**src/rtl/window_ctrl.sv**
```systemverilog
// Pixel-stream window controller: tracks raster position, flags complete 6x6 windows
// for the gradient stage, and sequences one frame per start request.
//
//   state | meaning
//   IDLE  | waiting for start; no pixels accepted
//   RUN   | streaming; pixels accepted whenever no window is stalled
//   HOLD  | previous cycle stalled on an unconsumed window; resumes when down_ready=1
//   DRAIN | last pixel accepted; waiting for the final window to be consumed
module window_ctrl #(
    parameter int IMG_W = 64,
    parameter int IMG_H = 64
) (
    input  logic       clk,
    input  logic       reset,
    input  logic       start,
    input  logic       pix_valid,
    output logic       pix_ready,
    output logic       shift_en,
    input  logic       down_ready,
    output logic       win_valid,
    output logic [9:0] col,
    output logic [9:0] row,
    output logic [9:0] win_col,
    output logic [9:0] win_row,
    output logic       busy,
    output logic       frame_done
);

    localparam logic [9:0] LAST_COL = 10'(IMG_W - 1);
    localparam logic [9:0] LAST_ROW = 10'(IMG_H - 1);
    localparam logic [9:0] WIN_OFF  = 10'd5;

    typedef enum logic [1:0] {IDLE, RUN, HOLD, DRAIN} state_t;

    state_t     state_q, state_d;
    logic [9:0] nxt_col_q, nxt_col_d;
    logic [9:0] nxt_row_q, nxt_row_d;
    logic [9:0] col_q, col_d;
    logic [9:0] row_q, row_d;
    logic [9:0] win_col_q, win_col_d;
    logic [9:0] win_row_q, win_row_d;
    logic       win_valid_q, win_valid_d;
    logic       busy_q, busy_d;
    logic       frame_done_q, frame_done_d;

    logic stall;
    logic accept;
    logic at_last;
    logic win_hit;

    always_comb begin
        stall     = win_valid_q && !down_ready;
        // Ready drops in the same cycle the window stalls, and returns in the
        // cycle down_ready rises, so streaming resumes without a bubble.
        pix_ready = ((state_q == RUN) || (state_q == HOLD)) && !stall;
        accept    = pix_valid && pix_ready;
        shift_en  = accept;
        at_last   = (nxt_col_q == LAST_COL) && (nxt_row_q == LAST_ROW);
        win_hit   = (nxt_col_q >= WIN_OFF) && (nxt_row_q >= WIN_OFF);

        state_d      = state_q;
        nxt_col_d    = nxt_col_q;
        nxt_row_d    = nxt_row_q;
        col_d        = col_q;
        row_d        = row_q;
        win_col_d    = win_col_q;
        win_row_d    = win_row_q;
        win_valid_d  = win_valid_q;
        frame_done_d = 1'b0;

        if (accept) begin
            col_d = nxt_col_q;
            row_d = nxt_row_q;
            if (nxt_col_q == LAST_COL) begin
                nxt_col_d = 10'd0;
                nxt_row_d = nxt_row_q + 10'd1;
            end else begin
                nxt_col_d = nxt_col_q + 10'd1;
            end
        end

        // A new window replaces one being consumed in the same cycle.
        if (accept && win_hit) begin
            win_valid_d = 1'b1;
            win_col_d   = nxt_col_q - WIN_OFF;
            win_row_d   = nxt_row_q - WIN_OFF;
        end else if (win_valid_q && down_ready) begin
            win_valid_d = 1'b0;
        end

        case (state_q)
            IDLE: begin
                if (start) begin
                    state_d     = RUN;
                    nxt_col_d   = 10'd0;
                    nxt_row_d   = 10'd0;
                    col_d       = 10'd0;
                    row_d       = 10'd0;
                    win_valid_d = 1'b0;
                end
            end
            RUN, HOLD: begin
                if (accept && at_last) begin
                    state_d = DRAIN;
                end else if (stall) begin
                    state_d = HOLD;
                end else begin
                    state_d = RUN;
                end
            end
            DRAIN: begin
                if (!win_valid_q || down_ready) begin
                    frame_done_d = 1'b1;
                    state_d      = IDLE;
                end
            end
            default: state_d = IDLE;
        endcase

        busy_d = (state_d != IDLE);
    end

    always_ff @(posedge clk or posedge reset) begin
        if (reset) begin
            state_q      <= IDLE;
            nxt_col_q    <= 10'd0;
            nxt_row_q    <= 10'd0;
            col_q        <= 10'd0;
            row_q        <= 10'd0;
            win_col_q    <= 10'd0;
            win_row_q    <= 10'd0;
            win_valid_q  <= 1'b0;
            busy_q       <= 1'b0;
            frame_done_q <= 1'b0;
        end else begin
            state_q      <= state_d;
            nxt_col_q    <= nxt_col_d;
            nxt_row_q    <= nxt_row_d;
            col_q        <= col_d;
            row_q        <= row_d;
            win_col_q    <= win_col_d;
            win_row_q    <= win_row_d;
            win_valid_q  <= win_valid_d;
            busy_q       <= busy_d;
            frame_done_q <= frame_done_d;
        end
    end

    assign win_valid  = win_valid_q;
    assign col        = col_q;
    assign row        = row_q;
    assign win_col    = win_col_q;
    assign win_row    = win_row_q;
    assign busy       = busy_q;
    assign frame_done = frame_done_q;

endmodule

```
**config.mk**
```make
export PLATFORM = sky130hd
export DESIGN_NAME = window_ctrl
export DESIGN_NICKNAME = d
export VERILOG_FILES = /design/src/rtl/window_ctrl.sv
export SDC_FILE = /design/constraint.sdc
export NUM_CORES = 1
export LEC_CHECK = 0
export ABC_AREA = 1
export ABC_CLOCK_PERIOD_IN_PS = 2000
export BUFFER_PORTS_ARGS = -buffer_cell sky130_fd_sc_hd__buf_2
export CAP_MARGIN = 40
export CORE_ASPECT_RATIO = 1.2
export CORE_MARGIN = 10
export CORE_UTILIZATION = 59
export CTS_BUF_LIST = sky130_fd_sc_hd__clkbuf_8
export DETAILED_ROUTE_END_ITERATION = 8
export PLACE_DENSITY_LB_ADDON = 0.15
export SETUP_SLACK_MARGIN = 0.05
export SLEW_MARGIN = 20
export SYNTH_ARGS = -nofsm -noshare
export SYNTH_HDL_FRONTEND = slang
export SYNTH_SLANG_ARGS = --single-unit
```
**constraint.sdc**
```tcl
create_clock -name clk -period 2 [get_ports clk]
set_input_delay 0.2 -clock clk [delete_from_list [all_inputs] [get_ports clk]]
set_output_delay 0.2 -clock clk [all_outputs]
set_load 0.02 [all_outputs]
```
==> run_results.csv <==
group,metric,value,unit
power_and_ir_drop,power.total,5.31,mW
setup_path,cp-startpoint,"state_q[0]$_DFF_PP0_",
synthesis,synth-edff-count,0,
floorplan,ios,50,
place,gp_congestion,0.955,
hold_path,worstHoldPathType,"in2reg",
global_route,grt.met2_usage,26.0,%
sta,setup_tns,0,ns
floorplan,row_count,29,
layout,fill_cells,437,
floorplan,initial_core_util,61.0,%
layout,nets,460,
clock_network,clkLatencyLatePin,0.33,ns
layout,drive_gt1_share,20.8,%
synthesis,synth_common_cells,"86 x nand2_1, 65 x dfrtp_1, 40 x inv_1",
clock_network,cts_root_buf,"clkbuf_8",
clock_network,cts_tree,"yes",
setup_path,ff2ff_path_depth,8,
clock_network,cts_max_level,3,
power_and_ir_drop,switching_share,40.5,%
global_route,met3_usage,5.58,%
synthesis,ys_warn_count,0,
global_route,grt_max_degree,66,
synthesis,synth_nets,400,
flow_run,maxCapViolations,0,
place,place_inst,496,
setup_path,reg2reg_to,"nxt_row_q[7]$_DFF_PP0_",
clock_network,cts_setup_buffers,0,
setup_path,reg2reg_from,"state_q[0]$_DFF_PP0_",
place,dpl_cell_area,3590,µm²
layout,seq_area,1630,µm²
power_and_ir_drop,intPower,3.16,mW
sta,setup_viol,0,
layout,area_growth,18.4,%
sta,tightest_slew,0.439,ns
synthesis,syn_area_per_cell,8.37,µm²
setup_path,worstSetupPathType,"reg2out",
route,routedWlPerCell,14.4,µm
floorplan,die-area,8850,µm²
synthesis,async_flop_share,100,%
synthesis,synth-simple-area-share,21.5,%
floorplan,core-area,5300,µm²
clock_network,clock-sinks,65,
route,route.antenna.remaining_nets,0,
global_route,grtUsageTotal,17.8,%
sta,max_slew_margin,70.5,%
synthesis,synth_top_family_by_area,"simple AND/OR/NAND/NOR gates",
power_and_ir_drop,power.density,1390,nW/µm²
synthesis,muxShareOfSynthArea,0,%
power_and_ir_drop,seq_power_share,37.5,%
setup_path,r2r_slack,0.21,ns
synthesis,yosysTopAreaCell,"dfrtp_1",
sta,period_needed,1.80,ns
sta,finalMaxSlewViolations,0,
synthesis,synth.most_common_cell,"nand2_1",
power_and_ir_drop,pwr-share-clk,21.3,%
synthesis,ys_ff_latch,65,
floorplan,die_w,87.6,µm
floorplan,die_h,101,µm
power_and_ir_drop,irDropWorstVdd,818,µV
clock_network,clk_pin_slew,0.07,ns
synthesis,synth_fa_ha_area_share,3.48,%
synthesis,synth_compound_area_share,13.0,%
setup_path,start_kind,"flop",
global_route,grt_pass1_wl,12800,µm
global_route,grt_pass1_vias,2686,
synthesis,ys_types,30,
setup_path,arrival,1.60,ns
run_status,status,"finished clean",
place,port_buffers,49,
power_and_ir_drop,power_frac_comb,41.1,%
sta,max_freq,0.554,GHz
route,drtIter0Drc,185,
global_route,overflow,0,
route,vias,2773,
setup_path,crit_path_end_kind,"output port",
setup_path,endpoint,"shift_en",
route,drt-vias-per-instance,5.41,
layout,fin_area,3820,µm²
layout,antenna-diode-count,0,
setup_path,cp_max_fo,7,
layout,multi_input_area,1390,µm²
power_and_ir_drop,switchingPower,2.15,mW
sta,rsz0062_at_grt,"no",
sta,fin_crit_sh,90.2,%
synthesis,netlist_area,3230,µm²
global_route,grtUsageMet1,23.9,%
synthesis,yosys.area.top_type_share,50.3,%
route,first_pass_iters,4,
sta,hold_viol,0,
global_route,antenna_found_initial,0,
setup_path,required,1.80,ns
synthesis,synth.yosys.seq_area_share,50.3,%
route,wl,7410,µm
route,remaining_drc_errors,0,
layout,utilization,72.2,%
place,hpwl,5470,µm
synthesis,syn_inst,386,
clock_network,cts_buffers,9,
power_and_ir_drop,p_leak,2.01,nW
synthesis,synth-xor-area-share,4.34,%
synthesis,synthTopCellsByArea,"dfrtp_1 50%, nand2_1 10%, a21oi_1 5.0%, inv_1 4.6%, xor2_1 4.3%",
clock_network,cts_buffer_depth,2,
synthesis,ys.flop_type,"dfrtp_1",
layout,stdcell_count,513,
sta,finClkSkew,0.00478,ns
global_route,busiest_layer,"met2",
-- cells by family after synthesis --
kind of cell,Yosys count
and+or+nand+nor,162
AOI/OAI and AO/OA,78
DFF,65
buffers and inverters,56
xor gates and xnor gates,16
adders and majority gates,9
-- worst min-delay path by stage --
| stage | slack, ns | end | start | depth (start not counted) |
|---|---|---|---|---|
| finish | 0.14 | frame_done$_DFF_PP0_ | down_ready | 3 |
| global route | 0.17 | frame_done$_DFF_PP0_ | down_ready | 3 |
| CTS | 0.12 | frame_done$_DFF_PP0_ | down_ready | 3 |
| detailed placement | 0.29 | win_col[2]$_DFFE_PP0P_ | reset | 3 |
| global placement | 0.29 | win_col[5]$_DFFE_PP0P_ | reset | 3 |
| floorplan | 0.36 | frame_done$_DFF_PP0_ | down_ready | 2 |
-- area by class of cell --
cell class                 count  area share, %
inverter                      44           4.32
clock inverter                 4           1.11
tap                           62           2.03
clock buffer                  12           4.32
timing repair buffer          61           9.49
multi-input combinational    265           36.2
sequential                    65           42.5
-- flip-flops by register name, indices dropped and copies added (netlist names) --
register / count
nxt_row_q: 10
col: 10
win_valid: 1
row: 10
win_row: 10
frame_done: 1
busy: 1
state_q: 2
win_col: 10
nxt_col_q: 10
-- power by group through the flow --
stage / combinational, mW / clock, mW / sequential, mW
floorplan: 1.04 / 0 / 2.44
global placement: 2.16 / 0 / 2.00
detailed placement: 2.18 / 0 / 2.02
CTS: 2.20 / 1.15 / 2.00
global route: 2.46 / 1.20 / 2.05
finish: 2.19 / 1.13 / 1.99
-- metrics by stage --
stage               hold slack [ns]  setup slack, ns
floorplan                     0.360            0.144
global placement              0.289            0.196
detailed placement            0.293           0.0934
CTS                           0.121           0.0897
global route                  0.165           0.0535
finish                        0.140            0.195
-- routing by layer --
layer  wire length (µm)  share of wire [%]  vias up
li1                   -                  -     1379
met1               3450                 47     1304
met2               3340                 45       84
met3                548                7.4        6
met4                 72               0.97        0
met5                  0                  0        -
-- cell usage in the layout, fill, tap and decap left out, types with 2 or more instances in the layout --
| cell type | count |
|---|---|
| nand2_1 | 85 |
| dfrtp_1 | 65 |
| buf_2 | 49 |
| inv_1 | 39 |
| nor2_1 | 33 |
| a21oi_1 | 32 |
| o21ai_0 | 25 |
| xor2_1 | 16 |
| nand3_1 | 14 |
| nor3_1 | 12 |
| clkbuf_8 | 12 |
| o21ai_1 | 11 |
| ha_1 | 9 |
| buf_4 | 9 |
| inv_2 | 6 |
| nand4_1 | 6 |
| o21ai_2 | 5 |
| nand3_2 | 2 |
| nand3b_1 | 2 |
| nor2_2 | 2 |
| nand2_2 | 2 |
| buf_12 | 2 |
-- worst max-delay path, cell delays in order (launching register included) --
cell and delay, ns:
dfrtp_1 0.37, inv_1 0.08, ha_1 0.36, nand3_4 0.14, inv_2 0.13, buf_2 0.19
-- timing repair --
item,4_1_cts,5_1_grt
hold buffers,1,0
gates resized for setup,0,6
setup endpoints to repair,0,22
hold endpoints to repair,65,0
(Power assumes the default switching activity.)
